==> src/rtl/pc_gen.sv <==
`default_nettype none
// ============================================================================
// Module   : pc_gen
// Brief    : Fetch-address generator feeding the IF stage. Holds PCF and
//            selects the next fetch PC from the sequential PCPlus4F, the EX
//            redirect target or the trap vector. Sequences the imem boot
//            warm-up, stall hold, and a halt on a misaligned redirect.
// Revision : 1.0 - initial release
// ============================================================================
module pc_gen #(
  parameter int              XLEN        = 32,
  parameter logic [XLEN-1:0] RESET_VEC   = '0,
  parameter int              BOOT_CYCLES = 2
) (
  input  logic            clk,
  input  logic            reset,
  input  logic            StallF,
  input  logic            PCSrcE,
  input  logic [XLEN-1:0] PCTargetE,
  input  logic            TrapE,
  input  logic [XLEN-1:0] TrapVec,
  input  logic [XLEN-1:0] PCPlus4F,
  output logic [XLEN-1:0] PCF,
  output logic            FetchValidF,
  output logic            MisalignF,
  output logic [XLEN-1:0] MisalignAddrF
);

  localparam int              CNT_W       = $clog2(BOOT_CYCLES + 1);
  localparam logic [CNT_W-1:0] C_BOOT_INIT = CNT_W'(BOOT_CYCLES - 1);
  localparam logic [XLEN-1:0]  C_ALIGN_MSK = ~XLEN'(3);

  typedef enum logic [1:0] {
    ST_BOOT = 2'd0,
    ST_RUN  = 2'd1,
    ST_HALT = 2'd2
  } state_t;

  state_t            state_q;
  logic [CNT_W-1:0]  bootcnt_q;
  logic [XLEN-1:0]   pcf_q;
  logic              valid_q;
  logic              misalign_q;
  logic [XLEN-1:0]   misaddr_q;

  // Trap vector low bits are not addressable; a redirect target is only
  // legal when word aligned.
  logic [XLEN-1:0]   w_trap_pc;
  logic              w_tgt_misaligned;

  assign w_trap_pc        = TrapVec & C_ALIGN_MSK;
  assign w_tgt_misaligned = |PCTargetE[1:0];

  // Boot/run/halt sequencer with next-PC selection and registered status outputs.
  always_ff @(posedge clk) begin
    if (reset) begin
      state_q    <= ST_BOOT;
      bootcnt_q  <= C_BOOT_INIT;
      pcf_q      <= RESET_VEC;
      valid_q    <= 1'b0;
      misalign_q <= 1'b0;
      misaddr_q  <= '0;
    end else begin
      // The misalign flag is a single-cycle pulse; only the RUN branch re-raises it.
      misalign_q <= 1'b0;
      case (state_q)
        ST_BOOT: begin
          // Redirects and stalls are meaningless while imem warms up.
          if (bootcnt_q == '0) begin
            state_q <= ST_RUN;
            valid_q <= 1'b1;
          end else begin
            bootcnt_q <= bootcnt_q - CNT_W'(1);
          end
        end
        ST_RUN: begin
          if (TrapE) begin
            pcf_q <= w_trap_pc;
          end else if (PCSrcE && !w_tgt_misaligned) begin
            // A redirect flushes any stalled fetch, so StallF loses here.
            pcf_q <= PCTargetE;
          end else if (PCSrcE) begin
            misalign_q <= 1'b1;
            misaddr_q  <= PCTargetE;
            state_q    <= ST_HALT;
            valid_q    <= 1'b0;
          end else if (!StallF) begin
            pcf_q <= PCPlus4F;
          end
        end
        ST_HALT: begin
          // Only a trap can restart fetching after a misaligned redirect.
          if (TrapE) begin
            pcf_q   <= w_trap_pc;
            state_q <= ST_RUN;
            valid_q <= 1'b1;
          end
        end
        default: begin
          state_q <= ST_BOOT;
          valid_q <= 1'b0;
        end
      endcase
    end
  end

  assign PCF           = pcf_q;
  assign FetchValidF   = valid_q;
  assign MisalignF     = misalign_q;
  assign MisalignAddrF = misaddr_q;

  // The fetch PC must stay word aligned whenever reset is not active.
  a_pcf_aligned: assert property (@(posedge clk) disable iff (reset) (pcf_q[1:0] == 2'b00));

endmodule
`default_nettype wire
==> config.mk <==
export PLATFORM = sky130hd
export DESIGN_NAME = pc_gen
export DESIGN_NICKNAME = d
export VERILOG_FILES = /design/src/rtl/pc_gen.sv
export SDC_FILE = /design/constraint.sdc
export NUM_CORES = 1
export LEC_CHECK = 0
export ABC_AREA = 1
export CORE_UTILIZATION = 32
export DETAILED_ROUTE_END_ITERATION = 12
export PLACE_DENSITY = 0.69
export SLEW_MARGIN = 15
export SYNTH_ARGS = -nofsm -noshare
export SYNTH_HDL_FRONTEND = slang
export SYNTH_SLANG_ARGS = --single-unit
==> constraint.sdc <==
create_clock -name clk -period 2.3 [get_ports clk]
set_clock_uncertainty 0.2 [all_clocks]
set_input_delay 0.46 -clock clk [delete_from_list [all_inputs] [get_ports clk]]
set_output_delay 0.46 -clock clk [all_outputs]
set_load 0.005 [all_outputs]
==> metrics, run 1 <==
status=finished, final reports clean; sw frac=34.2%; Nets=858; number of diodes=0; post-CTS setup buffers=0; Final Util=52.1%; worst slack on hold paths=about 0.26 ns; WHS Endpoint=MisalignAddrF[30]; Max VDD drop=419 uV; Cell Int Power=3.36 mW; initial antenna violation count=0; mapped cell area=3670 sq um; ratio of total power to cell area=slightly below 900 nW/um^2; clock slew seen by the registers of the worst setup and hold paths=about 0.060 ns; Synth Area in Compound Gates=approximately 14%; vias in the first global route=3817; Avg Cell Area, Syn=just over 6 sq um; fin worst setup slack=0.319 ns; clk_lat worst skew=0.31 ns; Iteration-0 DRC Markers=between 200 and 300; Area growth syn-to-layout=56.4%; final worst-path cycle share=86.1%; Ports=167; post-synthesis mux area share=0%; max cap viols=0; layout cells sized above 1=around 5.3%; CP Max Fanout=12; Final Wtd Congestion=0.855; Post-Syn Nets=703; Rows=38; Worst EP required=2.35 ns; YS warnings=0; Tmin final=around 2.0 ns; Worst Tran Pin Value=0.398 ns; NetSw=1.74 mW; total gr overflow=0; die area=11900 sq um; PostCTS Resize Cnt=0; HPWL Detailed=9.04 mm; reg2reg end=PCF[10]; H-tree depth=3; clock network fraction of total power=23.7%; path type of the worst min-delay path=reg -> reg; post-detailed-route count of antenna-violating nets=0; vias=4139; sequential power share=between 30% and 40%; hold_buf cts=0; count of final setup violators=0; Worst Reg2Reg Path Length in Cells=8; Reg area=1400 sq um; simple-gate share of the synthesized area=~33%; largest family of logic cells by synthesized area=simple AND/OR/NAND/NOR gates; First-pass DRT Iterations=4; worst path arrival time=2.03 ns; Worst Setup Start Kind=input port; Reg-to-Reg Start=state_q[0]; Worst Setup End Kind=flop; Num CTS Buffers=9; root buffer cell=clkbuf_16; Static Leak=2.54 nW; Synth Area in XOR/XNOR=0%; Clock Tree Buf Depth=2; RSZ-0062 raised after global routing=false; WHS Path Cells=2; final hold violation count=0; worst slack, placed=between 0.02 and 0.03 ns; Fmax=505 MHz; Post-Route Setup TNS=0 ns; chip height=109 um; reg2reg setup slack=0.37 ns; Slew Viols, Final=0; first-pass GRT wire length=18.9 mm; Pwr Total=5.10 mW; drt drc=0; worst slew margin relative to its limit=between 70% and 80%; flip-flop and latch count after synthesis=70; largest net degree at the start of global routing=63; Cells after Synth=596; DIE WIDTH=109 um; post-synthesis adder-cell area fraction=2.04%; core area=11000 sq um; fillers=roughly 1.1k; WL/cell=13.5 um; port bufs=164; CTS tree=done; clk sink count=70; Starting Density=33.3%; vias per std cell=around 4.6; Post-Route WL=12.1 mm; global-route usage over all layers=20.5%; area of the multi-input gates=1820 sq um; synth unique cells=19; kind of critical path=in -> reg; sequential area share after synthesis=38.2%; HP Start=MisalignAddrF[30]; Comb pwr share=43.4%
[area by class of cell]
| type | instances | area share [%] |
|---|---|---|
| clock buffer | 12 | 4.12 |
| sequential | 70 | 24.4 |
| timing repair buffer | 182 | 31.6 |
| tap | 140 | 3.05 |
| multi-input combinational | 416 | 31.7 |
| inverter | 72 | 4.71 |
| clock inverter | 4 | 0.414 |
[through the flow]
| step | instances | area (sq um) |
|---|---|---|
| 3_5_place_dp | 880 | 5480 |
| 6_report | 896 | 5740 |
| 2_1_floorplan | 596 | 3670 |
| 5_1_grt | 896 | 5740 |
| 3_3_place_gp | 880 | 5480 |
| 4_1_cts | 896 | 5740 |
[kinds of logic after synthesis]
family,after synthesis
flops,70
fa+ha+maj,6
compound gates,102
simple gates,308
buf+inv,110
[per-layer routing]
metal	global-route usage [%]	share of wire, %	vias to the layer above
met5	0	0	-
met4	5.69	1.5	0
met3	3.17	5.4	13
met2	34.5	48	116
met1	26.8	45	1855
li1	-	-	2155
[flip-flops by register name, summed over array words and instances (netlist names)]
| signal | cells |
|---|---|
| FetchValidF | 1 |
| MisalignAddrF | 32 |
| MisalignF | 1 |
| PCF | 32 |
| bootcnt_q | 2 |
| state_q | 2 |
[worst max-delay path by stage]
stage | start | end
CTS | TrapE | PCF[7]
global placement | TrapE | PCF[14]
global route | state_q[0] | PCF[10]
detailed placement | TrapE | PCF[10]
finish | TrapE | PCF[10]
floorplan | state_q[1] | PCF[10]
[placed cells by master (no fill, tap or decap), types with 6 or more instances in the layout]
| cell type | Yosys | layout |
|---|---|---|
| clkbuf_16 | 0 | 9 |
| o21ai_1 | 17 | 17 |
| nand3_1 | 40 | 40 |
| ha_1 | 6 | 6 |
| a21oi_1 | 38 | 38 |
| nand2_1 | 164 | 164 |
| nor2_1 | 97 | 97 |
| clkdlybuf4s50_1 | 0 | 164 |
| inv_1 | 70 | 70 |
| o21ai_0 | 46 | 46 |
| buf_4 | 6 | 15 |
| dfxtp_1 | 70 | 70 |
[power groups by stage]
stage	logic (mW)	clock network [mW]	registers (mW)
2_1_floorplan	1.18	0	1.71
3_3_place_gp	2.19	0	1.69
3_5_place_dp	2.21	0	1.70
4_1_cts	2.23	1.25	1.68
5_1_grt	2.49	1.32	1.71
6_report	2.21	1.21	1.68
[critical path, cell delays in order]
cell	delay, ns
clkdlybuf4s50_1	0.56
nor2_2	0.28
buf_4	0.24
nand2_1	0.07
o21ai_0	0.24
nor2_1	0.07
nor2_1	0.12
[cells in the mapped netlist]
cell	count	area (sq um)
nand2_2	3	18.8
inv_2	1	3.75
o21ai_1	17	85.1
nor2_2	3	18.8
nor2_1	97	364
a21boi_2	1	11.3
dfxtp_1	70	1400
buf_4	6	45.0
inv_1	70	263
nor2_4	1	11.3
nand3_1	40	200
clkinv_1	1	3.75
buf_1	2	7.51
o21ai_0	46	230
clkbuf_1	18	67.6
nand2_1	164	616
ha_1	6	75.1
buf_2	12	60.1
a21oi_1	38	190
Power figures use the tool's default switching activity.
==> run 2, diff against run 1 <==
==> constraint.sdc (replaced) <==
create_clock -name clk -period 2.2 [get_ports clk]
set_clock_uncertainty 0.2 [all_clocks]
set_input_delay 0.44 -clock clk [delete_from_list [all_inputs] [get_ports clk]]
set_output_delay 0.44 -clock clk [all_outputs]
set_load 0.005 [all_outputs]
==> metrics, run 2 (synthesis results as in run 1) <==
Reg area=1400 sq um (unchanged); Final Wtd Congestion=0.861 (+0.66%); worst setup path start=TrapE; Starting Density=33.3% (unchanged); clock slew seen by the registers of the worst setup and hold paths=0.06 ns (about the same); ratio of total power to cell area=933 nW/um^2 (+5.0%); die area=11900 sq um (unchanged); reg2reg setup slack=0.27 ns (-0.10 ns); RSZ-0062 raised after global routing=false; Clock Tree Buf Depth=2 (unchanged); drt drc=0 (unchanged); Worst EP required=2.26 ns (-0.09 ns); Nets=863 (+0.58%); Reg-to-Reg Start=state_q[0]; root buffer cell=clkbuf_16; layout cells sized above 1=6.04% (+0.75 points); worst slew margin relative to its limit=70.3% (-3.2 points); Post-Route Setup TNS=0 ns (unchanged); H-tree depth=3 (unchanged); Buf+Inv Stages, Crit Path=2 (unchanged); post-CTS setup buffers=0 (unchanged); largest stage delay on the critical path=0.56 ns (about the same); Worst Setup End Kind=flop; hold_buf cts=0 (unchanged); core area=11000 sq um (unchanged); vias=4192 (+1.3%); Fmax=512 MHz; Post-Route WL=12.4 mm (+2.6%); clk_lat worst skew=0.32 ns (about the same); worst path arrival time=2.01 ns (-0.02 ns); path type of the worst min-delay path=reg -> reg; most frequent CP cell=nor2_1; Num CTS Buffers=9 (unchanged); kind of critical path=in -> reg; clock network fraction of total power=24.0% (+0.3 points); PostCTS Resize Cnt=0 (unchanged); Comb pwr share=43.6% (+0.2 points); crit-path cells=clkdlybuf4s50_1 > nor2_2 > buf_4 > nand2_1 > o21ai_0 > nor2_1 > nor2_1; CTS tree=done; Cell Int Power=3.57 mW (+6.4%); Worst path depth=7 (unchanged); clk sink count=70 (unchanged); status=finished, final reports clean; fillers=1102 (-2.5%); DIE WIDTH=109 um (unchanged); Area growth syn-to-layout=58.0%; slowest cell on the critical path=clkdlybuf4s50_1; First-pass DRT Iterations=6 (+2); vias per std cell=4.65 (+0.72%); HPWL Detailed=9.17 mm (+1.5%); first-pass GRT wire length=18.9 mm (-0.22%); final hold violation count=0 (unchanged); Worst Setup EP=PCF[14]; Tmin final=1.95 ns; Worst Tran Pin Value=0.441 ns (+0.0433 ns); CP Max Fanout=12 (unchanged); Final Util=52.6% (+0.53 points); Max VDD drop=543 uV (+30%); Rows=38 (unchanged); port bufs=164 (unchanged); NetSw=1.84 mW (+5.3%); Worst Setup Start Kind=input port; chip height=109 um (unchanged); count of final setup violators=0 (unchanged); Worst Reg2Reg Path Length in Cells=8 (unchanged); sw frac=33.9% (-0.24 points); crit-path leading delay family=buffers and inverters; sequential power share=32.4% (-0.5 points); initial antenna violation count=0 (unchanged); Static Leak=2.58 nW (+1.2%); vias in the first global route=3872 (+1.4%); reg2reg end=PCF[14]; max cap viols=0 (unchanged); global-route usage over all layers=20.7% (+0.24 points); total gr overflow=0 (unchanged); placed insts=885 (+0.57%); post-detailed-route count of antenna-violating nets=0 (unchanged); number of diodes=0 (unchanged); non-filler cells, final=901 (+0.56%); Slew Viols, Final=0 (unchanged); Iteration-0 DRC Markers=375 (+26%); WL/cell=13.8 um (+2.0%); largest net degree at the start of global routing=39 (-38%); Ports=167 (unchanged); commonest non-fill, non-tap cells in the layout=nand2_1 (164), clkdlybuf4s50_1 (164), nor2_1 (97); area of the multi-input gates=1820 sq um (unchanged); final worst-path cycle share=88.7%
## run 2: worst register-to-register path: cells and delay by family (launching register included)
family	cells	cell delay, ns
AO/OA/AOI/OAI	1	0.27
adder cells (fa/ha/maj)	1	0.25
buffers and inverters	2	0.33
flip-flops	1	0.40
AND/OR/NAND/NOR	4	0.45
## run 2: layout make-up
class	instances	share of cell area, %
flip-flops and latches	70	24.2
multi-input cells	416	31.4
inverters	72	4.66
repair buffers	187	32.1
clock inverters	4	0.388
clock buffers	12	4.25
well taps	140	3.02
## run 2: power groups by stage
stage | combinational, mW | sequential (mW) | clock [mW]
floorplan | 1.23 | 1.79 | 0
global route | 2.66 | 1.79 | 1.41
CTS | 2.37 | 1.75 | 1.34
finish | 2.36 | 1.75 | 1.30
global placement | 2.32 | 1.76 | 0
detailed placement | 2.35 | 1.78 | 0
## run 2: per-layer routing
metal	up-vias	share of wire, %	track usage, %	wire length, um
met1	1848	44	26.8	5430
met5	-	0	0	0
li1	2155	-	-	-
met2	168	47	33.7	5790
met3	21	7.0	3.29	868
met4	0	2.5	9.17	310
## run 2: stage by stage
step / area (sq um) / worst slack [ns] / hold WS, ns / total power [mW]
after floorplan: 3670 / 0.542 / 0.250 / 3.02
after global placement: 5530 / -0.0188 / 0.248 / 4.09
after detailed placement: 5530 / -0.0492 / 0.252 / 4.13
after CTS: 5800 / 0.298 / 0.262 / 5.47
after global routing: 5800 / 0.116 / 0.278 / 5.86
final: 5800 / 0.248 / 0.259 / 5.41
## run 2: worst min-delay path by stage
stage	start	endpoint	depth (start not counted)	slack, ns
finish	MisalignAddrF[4]	MisalignAddrF[4]	2	0.26
global placement	MisalignAddrF[23]	MisalignAddrF[23]	2	0.25
global route	MisalignAddrF[0]	MisalignAddrF[0]	2	0.28
detailed placement	MisalignAddrF[17]	MisalignAddrF[17]	2	0.25
floorplan	bootcnt_q[0]	bootcnt_q[0]	2	0.25
CTS	MisalignAddrF[4]	MisalignAddrF[4]	2	0.26
==> run 3, diff against run 2 <==
==> constraint.sdc (replaced) <==
create_clock -name clk -period 2.12 [get_ports clk]
set_clock_uncertainty 0.2 [all_clocks]
set_input_delay 0.424 -clock clk [delete_from_list [all_inputs] [get_ports clk]]
set_output_delay 0.424 -clock clk [all_outputs]
set_load 0.005 [all_outputs]
==> metrics, run 3 (synthesis results as in run 1) <==
First-pass DRT Iterations=8 (+2); initial antenna violation count=0 (unchanged); Ports=167 (unchanged); global-route usage over all layers=20.6% (-0.13 points); Starting Density=33.3% (unchanged); status=finished, final reports clean; Slew Viols, Final=0 (unchanged); vias per std cell=4.65 (about the same); Tmin final=about 1.9 ns; NetSw=1.89 mW (+2.7%); fin worst setup slack=0.198 ns (-0.0496 ns); final hold violation count=0 (unchanged); die area=11900 sq um (unchanged); first-pass GRT wire length=18.8 mm (-0.44%); vias in the first global route=3825 (-1.2%); count of final setup violators=0 (unchanged); PostCTS Resize Cnt=0 (unchanged); clk_lat worst skew=0.33 ns (about the same); chip height=109 um (unchanged); post-CTS setup buffers=0 (unchanged); max cap viols=0 (unchanged); final worst-path cycle share=90.7%; most frequent CP cell=nor2_1; Iteration-0 DRC Markers=372 (-0.80%); Worst Tran Pin Value=0.394 ns (-0.0470 ns); CP Max Fanout=12 (unchanged); WL/cell=13.7 um (-0.24%); HPWL Detailed=9.24 mm (+0.75%); path type of the worst min-delay path=reg -> reg; Post-Route Setup TNS=0 ns (unchanged); core area=11000 sq um (unchanged); largest net degree at the start of global routing=39 (unchanged); sequential power share=32.4% (about the same); Comb pwr share=43.2% (-0.4 points); DIE WIDTH=109 um (unchanged); vias=4189 (-0.072%); Pwr Total=5.62 mW (+3.8%); CTS tree=done; commonest non-fill, non-tap cells in the layout=nand2_1 (164), clkdlybuf4s50_1 (164), nor2_1 (97); largest stage delay on the critical path=0.40 ns (-0.16 ns); reg2reg setup slack=0.20 ns (-0.07 ns); drt drc=0 (unchanged); worst slew margin relative to its limit=73.4% (+3.2 points); Nets=864 (+0.12%); worst path arrival time=1.99 ns (-0.02 ns); port bufs=164 (unchanged); crit-path cells=inv_1 > ha_1 > nor2_2 > buf_4 > nand2_1 > o21ai_0 > nor2_1 > nor2_1; ratio of total power to cell area=967 nW/um^2 (+3.7%); Clock Tree Buf Depth=2 (unchanged); worst slack, placed=-0.112 ns (-0.0632 ns); Worst EP required=2.19 ns (-0.07 ns); clock network fraction of total power=24.3% (+0.3 points); Fmax=520 MHz; Worst Setup End Kind=flop; layout cells sized above 1=5.91% (-0.13 points); Final Wtd Congestion=0.848 (-1.4%); Static Leak=2.58 nW (+0.22%); H-tree depth=3 (unchanged); Buf+Inv Stages, Crit Path=2 (unchanged); clock slew seen by the registers of the worst setup and hold paths=0.05 ns (about the same); sw frac=33.6% (-0.37 points); Area growth syn-to-layout=58.2%; Cell Int Power=3.73 mW (+4.4%); Num CTS Buffers=9 (unchanged); RSZ-0062 raised after global routing=false; total gr overflow=0 (unchanged); Worst Setup Start Kind=flop; kind of critical path=reg -> reg; Post-Route WL=12.4 mm (-0.24%); slowest cell on the critical path=dfxtp_1; root buffer cell=clkbuf_16; number of diodes=0 (unchanged); hold_buf cts=0 (unchanged); clk sink count=70 (unchanged); post-detailed-route count of antenna-violating nets=0 (unchanged); crit-path leading delay family=simple AND/OR/NAND/NOR gates; Max VDD drop=392 uV (-28%); Rows=38 (unchanged)
==> run 3: worst reg2reg max path: stages, from the launching register on <==
cell	delay (ns)
dfxtp_1	0.40
inv_1	0.09
ha_1	0.24
nor2_2	0.20
buf_4	0.24
nand2_1	0.09
o21ai_0	0.24
nor2_1	0.07
nor2_1	0.09
==> run 3: layout make-up <==
| class | instances | area, sq um |
|---|---|---|
| well taps | 140 | 175 |
| clock inverters | 1 | 5.00 |
| flip-flops and latches | 70 | 1400 |
| multi-input cells | 416 | 1820 |
| clock buffers | 14 | 264 |
| repair buffers | 188 | 1870 |
| inverters | 72 | 270 |
| fillers | 1105 | 5220 |
==> run 3: final timing paths <==
check,from,to,depth (start not counted)
setup / recovery,state_q[0],PCF[14],8
hold / removal,MisalignAddrF[6],MisalignAddrF[6],2
setup reg to reg,state_q[0],PCF[14],8
hold reg to reg,MisalignAddrF[6],MisalignAddrF[6],2
==> run 3: metal layers <==
metal | track usage (%) | wire length (um) | up-vias
li1 | - | - | 2155
met1 | 26.4 | 5460 | 1868
met2 | 33.7 | 5930 | 143
met3 | 2.75 | 665 | 23
met4 | 10.1 | 319 | 0
met5 | 0 | 0 | -
==> run 3: through the flow <==
| step | util (%) | instance area [sq um] | hold WS (ns) | std cells |
|---|---|---|---|---|
| global placement | 50.2 | 5540 | 0.248 | 886 |
| detailed placement | 50.2 | 5540 | 0.253 | 886 |
| floorplan | - | 3670 | 0.250 | 596 |
| CTS | 52.7 | 5810 | 0.262 | 901 |
| finish | 52.7 | 5810 | 0.260 | 901 |
| global route | 52.7 | 5810 | 0.277 | 901 |
==> run 3: power by group through the flow <==
stage                     logic, mW  registers (mW)  clock network [mW]
after CTS                      2.44            1.82                1.41
after global placement         2.40            1.83                   0
after floorplan                1.28            1.86                   0
after detailed placement       2.42            1.85                   0
final                          2.43            1.82                1.37
after global routing           2.73            1.86                1.47
